[src/rtl/rgb_led_pwm_pkg.sv]
`default_nettype none
// ============================================================================
// Module : rgb_led_pwm_pkg
// Brief  : Shared mode encoding and gamma mapping for the RGB LED PWM block.
// Rev    : 1.0
// ============================================================================
package rgb_led_pwm_pkg;

    typedef enum logic [1:0] {
        MODE_OFF     = 2'd0,
        MODE_STEADY  = 2'd1,
        MODE_BLINK   = 2'd2,
        MODE_BREATHE = 2'd3
    } mode_e;

    localparam int c_gamma_w = 12;

    // (d*(d+1)) >> bits keeps 0 -> 0 and all-ones -> all-ones for any width.
    function automatic logic [c_gamma_w-1:0] gamma_map(
        input logic [c_gamma_w-1:0] duty,
        input int unsigned          bits
    );
        logic [2*c_gamma_w:0] sq;
        sq = {{(c_gamma_w+1){1'b0}}, duty} * ({{(c_gamma_w+1){1'b0}}, duty} + 1'b1);
        return c_gamma_w'(sq >> bits);
    endfunction

endpackage
`default_nettype wire

[src/rtl/rgb_led_pwm_chan.sv]
`default_nettype none
// ============================================================================
// Module : rgb_led_pwm_chan
// Brief  : One RGB LED: committed mode/duty registers, compare and output flop.
// Build  : RGB_LED_PWM_GAMMA_EN selects gamma-mapped duty at commit.
// Rev    : 1.0
// ============================================================================
module rgb_led_pwm_chan
    import rgb_led_pwm_pkg::*;
#(
    parameter int PWM_BITS = 8
) (
    input  logic                    clk,
    input  logic                    arst_n,
    input  logic                    i_load,
    input  logic [1:0]              i_mode,
    input  logic [3*PWM_BITS-1:0]   i_rgb,
    input  logic [PWM_BITS-1:0]     i_pwm_cnt,
    input  logic                    i_blink_phase,
    input  logic [PWM_BITS-1:0]     i_env,
    output logic [2:0]              o_led
);

    localparam logic [PWM_BITS:0] c_env_full = {1'b1, {PWM_BITS{1'b0}}};

    mode_e                      mode_q, mode_d;
    logic [2:0][PWM_BITS-1:0]   duty_q, duty_d;
    logic [2:0]                 led_q, led_d;
    logic [PWM_BITS:0]          w_env_sat;
    logic [2:0]                 w_on_steady;
    logic [2:0]                 w_on_breathe;

    // A full-scale envelope must reproduce the duty exactly, so P counts as 2^PWM_BITS.
    assign w_env_sat = (i_env == '1) ? c_env_full : {1'b0, i_env};

    always_comb begin
        mode_d = mode_q;
        duty_d = duty_q;
        if (i_load) begin
            mode_d = mode_e'(i_mode);
            for (int c = 0; c < 3; c++) begin
`ifdef RGB_LED_PWM_GAMMA_EN
                duty_d[c] = PWM_BITS'(gamma_map(c_gamma_w'(i_rgb[c*PWM_BITS +: PWM_BITS]), PWM_BITS));
`else
                duty_d[c] = i_rgb[c*PWM_BITS +: PWM_BITS];
`endif
            end
        end
    end

    for (genvar c = 0; c < 3; c++) begin : g_col
        logic [2*PWM_BITS-1:0] w_prod;
        logic [PWM_BITS-1:0]   w_eff;

        assign w_prod          = (2*PWM_BITS)'(duty_q[c]) * (2*PWM_BITS)'(w_env_sat);
        assign w_eff           = PWM_BITS'(w_prod >> PWM_BITS);
        assign w_on_steady[c]  = (i_pwm_cnt < duty_q[c]);
        assign w_on_breathe[c] = (i_pwm_cnt < w_eff);
    end

    always_comb begin
        led_d = 3'b000;
        case (mode_q)
            MODE_OFF:     led_d = 3'b000;
            MODE_STEADY:  led_d = w_on_steady;
            MODE_BLINK:   led_d = w_on_steady & {3{i_blink_phase}};
            MODE_BREATHE: led_d = w_on_breathe;
            default:      led_d = 3'b000;
        endcase
    end

    always_ff @(posedge clk or negedge arst_n) begin
        if (!arst_n) begin
            mode_q <= MODE_OFF;
            duty_q <= '0;
            led_q  <= 3'b000;
        end else begin
            mode_q <= mode_d;
            duty_q <= duty_d;
            led_q  <= led_d;
        end
    end

    assign o_led = led_q;

endmodule
`default_nettype wire

[src/rtl/rgb_led_pwm.sv]
`default_nettype none
// ============================================================================
// Module : rgb_led_pwm
// Brief  : Multi-LED RGB PWM driver with OFF/STEADY/BLINK/BREATHE modes and a
//          single-entry configuration slot committed at PWM frame boundaries.
// Build  : define RGB_LED_PWM_GAMMA_EN for gamma-mapped duty values.
// Rev    : 1.0
// ============================================================================
module rgb_led_pwm
    import rgb_led_pwm_pkg::*;
#(
    parameter int NUM_LEDS    = 4,
    parameter int PWM_BITS    = 8,
    parameter int BLINK_HALF  = 25_000_000,
    parameter int BREATHE_DIV = 392,
    localparam int LED_W      = (NUM_LEDS > 1) ? $clog2(NUM_LEDS) : 1
) (
    input  logic                    clk_100mhz,
    input  logic                    arst_n,
    input  logic                    cfg_valid,
    output logic                    cfg_ready,
    input  logic [LED_W-1:0]        cfg_led,
    input  logic [1:0]              cfg_mode,
    input  logic [3*PWM_BITS-1:0]   cfg_rgb,
    output logic [3*NUM_LEDS-1:0]   led_rgb,
    output logic                    frame_tick
);

    localparam int c_blink_w = (BLINK_HALF > 1) ? $clog2(BLINK_HALF) : 1;
    localparam int c_div_w   = (BREATHE_DIV > 1) ? $clog2(BREATHE_DIV) : 1;

    localparam logic [PWM_BITS-1:0]  c_cnt_last   = {{(PWM_BITS-1){1'b1}}, 1'b0};
    localparam logic [c_blink_w-1:0] c_blink_last = c_blink_w'(BLINK_HALF - 1);
    localparam logic [c_div_w-1:0]   c_div_last   = c_div_w'(BREATHE_DIV - 1);

    logic [PWM_BITS-1:0]     pwm_cnt_q, pwm_cnt_d;
    logic                    frame_tick_q, frame_tick_d;
    logic [c_blink_w-1:0]    blink_cnt_q, blink_cnt_d;
    logic                    blink_phase_q, blink_phase_d;
    logic [c_div_w-1:0]      div_cnt_q, div_cnt_d;
    logic [PWM_BITS-1:0]     env_q, env_d;
    logic                    env_rise_q, env_rise_d;
    logic                    pending_q, pending_d;
    logic [LED_W-1:0]        slot_led_q, slot_led_d;
    mode_e                   slot_mode_q, slot_mode_d;
    logic [3*PWM_BITS-1:0]   slot_rgb_q, slot_rgb_d;
    logic                    w_accept;
    logic                    w_commit;

    assign w_accept = cfg_valid & ~pending_q;
    assign w_commit = frame_tick_q & pending_q;

    // Frame of 2^PWM_BITS-1 cycles; the tick flop is aligned with the last count.
    always_comb begin
        pwm_cnt_d     = (pwm_cnt_q == c_cnt_last) ? '0 : pwm_cnt_q + 1'b1;
        frame_tick_d  = (pwm_cnt_d == c_cnt_last);
        blink_cnt_d   = blink_cnt_q + 1'b1;
        blink_phase_d = blink_phase_q;
        if (blink_cnt_q == c_blink_last) begin
            blink_cnt_d   = '0;
            blink_phase_d = ~blink_phase_q;
        end
    end

    // Triangle envelope: each extreme is held for one step, then direction flips.
    always_comb begin
        div_cnt_d  = div_cnt_q;
        env_d      = env_q;
        env_rise_d = env_rise_q;
        if (frame_tick_q) begin
            if (div_cnt_q == c_div_last) begin
                div_cnt_d = '0;
                if (env_rise_q) begin
                    if (env_q == '1) begin
                        env_d      = env_q - 1'b1;
                        env_rise_d = 1'b0;
                    end else begin
                        env_d = env_q + 1'b1;
                    end
                end else begin
                    if (env_q == '0) begin
                        env_d      = env_q + 1'b1;
                        env_rise_d = 1'b1;
                    end else begin
                        env_d = env_q - 1'b1;
                    end
                end
            end else begin
                div_cnt_d = div_cnt_q + 1'b1;
            end
        end
    end

    always_comb begin
        pending_d   = pending_q;
        slot_led_d  = slot_led_q;
        slot_mode_d = slot_mode_q;
        slot_rgb_d  = slot_rgb_q;
        if (w_commit) begin
            pending_d = 1'b0;
        end
        if (w_accept) begin
            pending_d   = 1'b1;
            slot_led_d  = cfg_led;
            slot_mode_d = mode_e'(cfg_mode);
            slot_rgb_d  = cfg_rgb;
        end
    end

    always_ff @(posedge clk_100mhz or negedge arst_n) begin
        if (!arst_n) begin
            pwm_cnt_q     <= '0;
            frame_tick_q  <= 1'b0;
            blink_cnt_q   <= '0;
            blink_phase_q <= 1'b0;
            div_cnt_q     <= '0;
            env_q         <= '0;
            env_rise_q    <= 1'b1;
            pending_q     <= 1'b0;
            slot_led_q    <= '0;
            slot_mode_q   <= MODE_OFF;
            slot_rgb_q    <= '0;
        end else begin
            pwm_cnt_q     <= pwm_cnt_d;
            frame_tick_q  <= frame_tick_d;
            blink_cnt_q   <= blink_cnt_d;
            blink_phase_q <= blink_phase_d;
            div_cnt_q     <= div_cnt_d;
            env_q         <= env_d;
            env_rise_q    <= env_rise_d;
            pending_q     <= pending_d;
            slot_led_q    <= slot_led_d;
            slot_mode_q   <= slot_mode_d;
            slot_rgb_q    <= slot_rgb_d;
        end
    end

    // An out-of-range index matches no channel, so its commit is silently dropped.
    for (genvar i = 0; i < NUM_LEDS; i++) begin : g_led
        rgb_led_pwm_chan #(
            .PWM_BITS(PWM_BITS)
        ) u_chan (
            .clk           (clk_100mhz),
            .arst_n        (arst_n),
            .i_load        (w_commit && (slot_led_q == LED_W'(i))),
            .i_mode        (slot_mode_q),
            .i_rgb         (slot_rgb_q),
            .i_pwm_cnt     (pwm_cnt_q),
            .i_blink_phase (blink_phase_q),
            .i_env         (env_q),
            .o_led         (led_rgb[3*i +: 3])
        );
    end

    assign cfg_ready  = ~pending_q;
    assign frame_tick = frame_tick_q;

endmodule
`default_nettype wire
[config.mk]
export PLATFORM = sky130hd
export DESIGN_NAME = rgb_led_pwm
export DESIGN_NICKNAME = d
export VERILOG_FILES = /design/src/rtl/rgb_led_pwm_pkg.sv /design/src/rtl/rgb_led_pwm_chan.sv /design/src/rtl/rgb_led_pwm.sv
export SDC_FILE = /design/constraint.sdc
export NUM_CORES = 2
export LEC_CHECK = 0
export CAP_MARGIN = 20
export CORE_MARGIN = 5
export CORE_UTILIZATION = 25
export DETAILED_ROUTE_END_ITERATION = 12
export SKIP_LAST_GASP = 1
export SYNTH_ARGS = -nofsm -noshare
export SYNTH_HDL_FRONTEND = slang
export SYNTH_SLANG_ARGS = --single-unit
[constraint.sdc]
create_clock -name clk_100mhz -period 9.4 [get_ports clk_100mhz]
set_input_delay 1.88 -clock clk_100mhz [delete_from_list [all_inputs] [get_ports clk_100mhz]]
set_output_delay 1.88 -clock clk_100mhz [all_outputs]
set_load 0.005 [all_outputs]
==> out/qor.txt <==
================================================================================
Worst supply voltage drop on vdd                                       0.1522 mV
Number of instances in the synthesized netlist                              4106
Sum of internal, switching and leakage power                          0.001724 W
Final nets                                                                  5104
Number of max-cap violations                                                   0
Class of the most critical hold timing path                           reg -> reg
Row cnt                                                                      141
Final core utilization                                                    27.38%
Violation count after the first detailed-routing iteration                  2234
Final weighted congestion in routability-driven placement                 0.8625
Starting Density                                                          25.18%
Layout cell share with drive strength beyond 1                            6.179%
Chip Height                                                             395.9 µm
Fin Setup TNS                                                               0 ns
Leakage power                                                           21.30 nW
Chip width                                                              395.9 µm
Worst slew margin relative to its limit                                   22.07%
Fraction of registers with async set or reset after synthesis             100.0%
Count of boundary I/O pins                                                    45
Mapped Area                                                          0.03723 mm²
Clock insertion delay at the later pin of the skew report                0.51 ns
Root buffer cell                                                    sky130_fd_sc_hd__clkbuf_16
Total number of clock tree sinks                                             198
Final Worst Setup Slack                                                 1.649 ns
Area Overhead vs Synth                                                    8.731%
Post-Syn Nets                                                               5177
Number of enable-type register cells in the synthesized netlist                0
Resized Gates After CTS                                                        0
Drt first pass iters                                                           5
GRT Max-Usage Layer                                                         met2
GR Layer Usage met1                                                       18.94%
Count of port buffers added during placement                                  44
Count of hold-fix buffers inserted at cts                                      0
Setup slack at placement                                                1.765 ns
Total track usage                                                         14.09%
Sequential cell area fraction in the yosys report                         13.31%
Number of hold-slack violations in the final timing report                     0
TritonCTS buffer count                                                        17
Overflow after GRT                                                             0
Startpoint-to-endpoint class of the critical path                     reg -> reg
Kind of capture point of the worst setup path                           register
Number of antenna violations at the first check in global routing              3
Final critical path time including I/O delays and setup                 7.751 ns
Period utilization                                                        82.46%
Maximum number of buffers from clock root to sink                              2
Power density relative to cell area                                 42.58 mW/mm²
CTS clk-pin slew, worst paths                                            0.09 ns
Post-synthesis area per instance                                       9.067 µm²
Global routing met2 resource utilization                                  23.17%
Core area                                                             0.1478 mm²
Count of yosys warnings during synthesis                                       0
Count of H-tree levels built during CTS                                        4
Pin count of the biggest net entering global routing                         223
Data required time at the worst endpoint                                 9.85 ns
Timing-limited maximum frequency                                       129.0 MHz
Slew of the pin with the lowest slew margin                             1.164 ns
Vias per inst                                                              4.887
Worst setup SP type                                                     register
Met3 global-route usage                                                   2.616%
Total Die Area                                                        0.1567 mm²
Synthesized flop and latch total                                             198
Arrival time of the worst setup path                                     8.20 ns
Wire per inst                                                           18.44 µm
Global-route wire length before repair                                 174900 µm
Antenna diode count                                                            0
Count of pins over their slew limit                                            0
Remaining design rule violation count                                          0
Largest fanout on the critical path                                           83
Final Skew                                                            0.01814 ns
Endpoints failing setup                                                        0
TritonCTS clock tree                                                        done
Detailed placement HPWL                                                 80950 µm
Residual antenna-violating net count after detailed routing                    0
Prevailing post-synth register cell                                 sky130_fd_sc_hd__dfrtp_1
Setup bufs post-CTS                                                            0
DR vias                                                                    29210
Count of distinct cell types in the synthesized netlist                       80
Unrepaired setup endpoints after global routing                            false
Routed WL                                                              110200 µm
Run status                                                             completed
Via count of the first global-routing pass                                 30310
================================================================================
[per-layer routing]
metal | vias up | wire (µm)
met5 | - | 0
li1 | 13420 | -
met3 | 157 | 6898
met1 | 14780 | 49830
met2 | 846 | 50210
met4 | 0 | 3280
[synthesized netlist by cell type (4+ instances only)]
library cell / count / share of area (%)
sky130_fd_sc_hd__a311oi_1: 4 / 0.094
sky130_fd_sc_hd__inv_1: 722 / 7.3
sky130_fd_sc_hd__and2_1: 83 / 1.4
sky130_fd_sc_hd__o311ai_0: 5 / 0.12
sky130_fd_sc_hd__nand4b_1: 8 / 0.19
sky130_fd_sc_hd__dfrtp_1: 197 / 13
sky130_fd_sc_hd__o21ai_0: 88 / 1.2
sky130_fd_sc_hd__mux2_2: 116 / 3.5
sky130_fd_sc_hd__buf_1: 6 / 0.060
sky130_fd_sc_hd__clkbuf_1: 169 / 1.7
sky130_fd_sc_hd__a211o_1: 8 / 0.19
sky130_fd_sc_hd__or3_1: 5 / 0.084
sky130_fd_sc_hd__o211ai_1: 7 / 0.14
sky130_fd_sc_hd__xnor2_1: 110 / 2.6
sky130_fd_sc_hd__a21oi_1: 104 / 1.4
sky130_fd_sc_hd__nand2_1: 265 / 2.7
sky130_fd_sc_hd__a211oi_1: 26 / 0.52
sky130_fd_sc_hd__fa_1: 480 / 26
sky130_fd_sc_hd__o21bai_1: 7 / 0.14
sky130_fd_sc_hd__ha_1: 560 / 19
sky130_fd_sc_hd__or4_1: 7 / 0.14
sky130_fd_sc_hd__nand4_1: 25 / 0.42
sky130_fd_sc_hd__buf_4: 4 / 0.081
sky130_fd_sc_hd__nor4_1: 18 / 0.30
sky130_fd_sc_hd__o31ai_1: 11 / 0.22
sky130_fd_sc_hd__and4_1: 8 / 0.19
sky130_fd_sc_hd__a31oi_1: 10 / 0.17
sky130_fd_sc_hd__and3_1: 374 / 6.3
sky130_fd_sc_hd__nand2b_1: 27 / 0.45
sky130_fd_sc_hd__or2_2: 7 / 0.12
sky130_fd_sc_hd__xor2_1: 52 / 1.2
sky130_fd_sc_hd__nand3_1: 35 / 0.47
sky130_fd_sc_hd__buf_2: 6 / 0.081
sky130_fd_sc_hd__nor2b_1: 17 / 0.29
sky130_fd_sc_hd__a2111oi_0: 14 / 0.33
sky130_fd_sc_hd__nor3_1: 222 / 3.0
sky130_fd_sc_hd__nor2_1: 144 / 1.5
sky130_fd_sc_hd__o21a_1: 24 / 0.48
sky130_fd_sc_hd__o2111ai_1: 4 / 0.094
sky130_fd_sc_hd__a21o_1: 73 / 1.5
[state kept, by name, indices dropped and copies added (netlist names), 8 cells and up]
| register | cells |
|---|---|
| div_cnt_q | 9 |
| blink_cnt_q | 25 |
| pwm_cnt_q | 8 |
| env_q | 8 |
| g_led.u_chan.duty_q | 96 |
| g_led.u_chan.mode_q | 8 |
| g_led.u_chan.o_led | 12 |
| slot_rgb_q | 24 |
[cell families (layout without fill, tap and decap cells)]
logic type	after synthesis	after routing	synth area share (%)
xor gates and xnor gates	162	162	3.811
muxes	118	118	3.562
buffers and inverters	908	848	9.215
AOI/OAI and AO/OA	424	424	7.750
DFF	198	198	13.31
adders and majority gates	1040	1040	44.63
and+or+nand+nor	1256	1256	17.72
[per-stage QoR]
step | instance area (µm²) | hold slack [ns] | std cells
after CTS | 40440 | 0.4868 | 5974
after global placement | 39830 | 0.4597 | 5942
final | 40480 | 0.4901 | 5976
after floorplan | 37230 | 0.4387 | 4106
after global routing | 40480 | 0.5101 | 5976
after detailed placement | 39830 | 0.4709 | 5942
[cells in the final DEF (no fill, tap or decap), types with 10 or more instances in the layout]
| master | netlist | routed |
|---|---|---|
| sky130_fd_sc_hd__a21oi_1 | 104 | 104 |
| sky130_fd_sc_hd__nor4_1 | 18 | 18 |
| sky130_fd_sc_hd__clkbuf_16 | 0 | 17 |
| sky130_fd_sc_hd__xor2_1 | 52 | 52 |
| sky130_fd_sc_hd__dfrtp_2 | 0 | 12 |
| sky130_fd_sc_hd__nor2_1 | 144 | 140 |
| sky130_fd_sc_hd__mux2_2 | 116 | 116 |
| sky130_fd_sc_hd__fa_1 | 480 | 480 |
| sky130_fd_sc_hd__a31oi_1 | 10 | 10 |
| sky130_fd_sc_hd__buf_4 | 4 | 44 |
| sky130_fd_sc_hd__nand2_1 | 265 | 264 |
| sky130_fd_sc_hd__xnor2_1 | 110 | 110 |
| sky130_fd_sc_hd__inv_1 | 722 | 720 |
| sky130_fd_sc_hd__o21ai_0 | 88 | 88 |
| sky130_fd_sc_hd__a2111oi_0 | 14 | 14 |
| sky130_fd_sc_hd__nor3_1 | 222 | 221 |
| sky130_fd_sc_hd__nand4_1 | 25 | 25 |
| sky130_fd_sc_hd__a211oi_1 | 26 | 26 |
| sky130_fd_sc_hd__dfrtp_1 | 197 | 185 |
| sky130_fd_sc_hd__ha_1 | 560 | 560 |
| sky130_fd_sc_hd__nand2b_1 | 27 | 27 |
| sky130_fd_sc_hd__o31ai_1 | 11 | 11 |
| sky130_fd_sc_hd__clkdlybuf4s50_1 | 0 | 43 |
| sky130_fd_sc_hd__and2_1 | 83 | 83 |
| sky130_fd_sc_hd__nand3_1 | 35 | 35 |
| sky130_fd_sc_hd__o21a_1 | 24 | 24 |
| sky130_fd_sc_hd__nor2b_1 | 17 | 16 |
| sky130_fd_sc_hd__a21o_1 | 73 | 73 |
| sky130_fd_sc_hd__and3_1 | 374 | 374 |
[layout make-up]
cell class / instances / area [µm²]
Inverter: 723 / 2714
Tap cell: 1930 / 2415
Sequential cell: 198 / 4971
Fill cell: 15610 / 107400
Multi-Input combinational cell: 3000 / 28890
Clock inverter: 14 / 177.7
Clock buffer: 18 / 439.2
Timing Repair Buffer: 93 / 874.6
[power by group]
part	leakage [nW]	switching [W]	total (W)	internal (W)
logic	18.3	0.0000233	0.0000398	0.0000165
clock network	0.296	0.000418	0.000807	0.000389
registers	2.68	0.0000198	0.000877	0.000857
total	21.3	0.000461	0.00172	0.00126
[final timing paths]
check / from / end / slack, ns / depth (start not counted)
max: env_q[6]$_DFFE_PN0P_ / g_led[2].u_chan.o_led[2]$_DFF_PN0_ / 1.65 / 21
min: blink_cnt_q[4]$_DFF_PN0_ / blink_cnt_q[4]$_DFF_PN0_ / 0.49 / 1
max reg2reg: env_q[6]$_DFFE_PN0P_ / g_led[2].u_chan.o_led[2]$_DFF_PN0_ / 1.65 / 21
min reg2reg: blink_cnt_q[4]$_DFF_PN0_ / blink_cnt_q[4]$_DFF_PN0_ / 0.49 / 1
max in group asynchronous: arst_n / env_q[5]$_DFFE_PN0P_ / 6.61 / 2
min in group asynchronous: arst_n / slot_rgb_q[17]$_DFFE_PN0P_ / 1.37 / 1
[worst max-delay path: stages, from the launching register on]
cell and delay, ns:
sky130_fd_sc_hd__dfrtp_1 1.03, sky130_fd_sc_hd__nand4_2 0.33, sky130_fd_sc_hd__nor2_4 0.76, sky130_fd_sc_hd__buf_12 0.44, sky130_fd_sc_hd__nor3_1 0.15, sky130_fd_sc_hd__fa_1 0.53
sky130_fd_sc_hd__fa_1 0.52, sky130_fd_sc_hd__fa_1 0.55, sky130_fd_sc_hd__inv_1 0.06, sky130_fd_sc_hd__fa_1 0.53, sky130_fd_sc_hd__inv_1 0.05, sky130_fd_sc_hd__ha_1 0.34
sky130_fd_sc_hd__a2111oi_0 0.38, sky130_fd_sc_hd__a21boi_1 0.23, sky130_fd_sc_hd__o21a_1 0.18, sky130_fd_sc_hd__o21bai_1 0.11, sky130_fd_sc_hd__a21oi_1 0.18, sky130_fd_sc_hd__xor2_1 0.19
sky130_fd_sc_hd__ha_1 0.27, sky130_fd_sc_hd__a21o_1 0.17, sky130_fd_sc_hd__a2111oi_0 0.46, sky130_fd_sc_hd__a221o_1 0.22
Power figures use the tool's default switching activity.
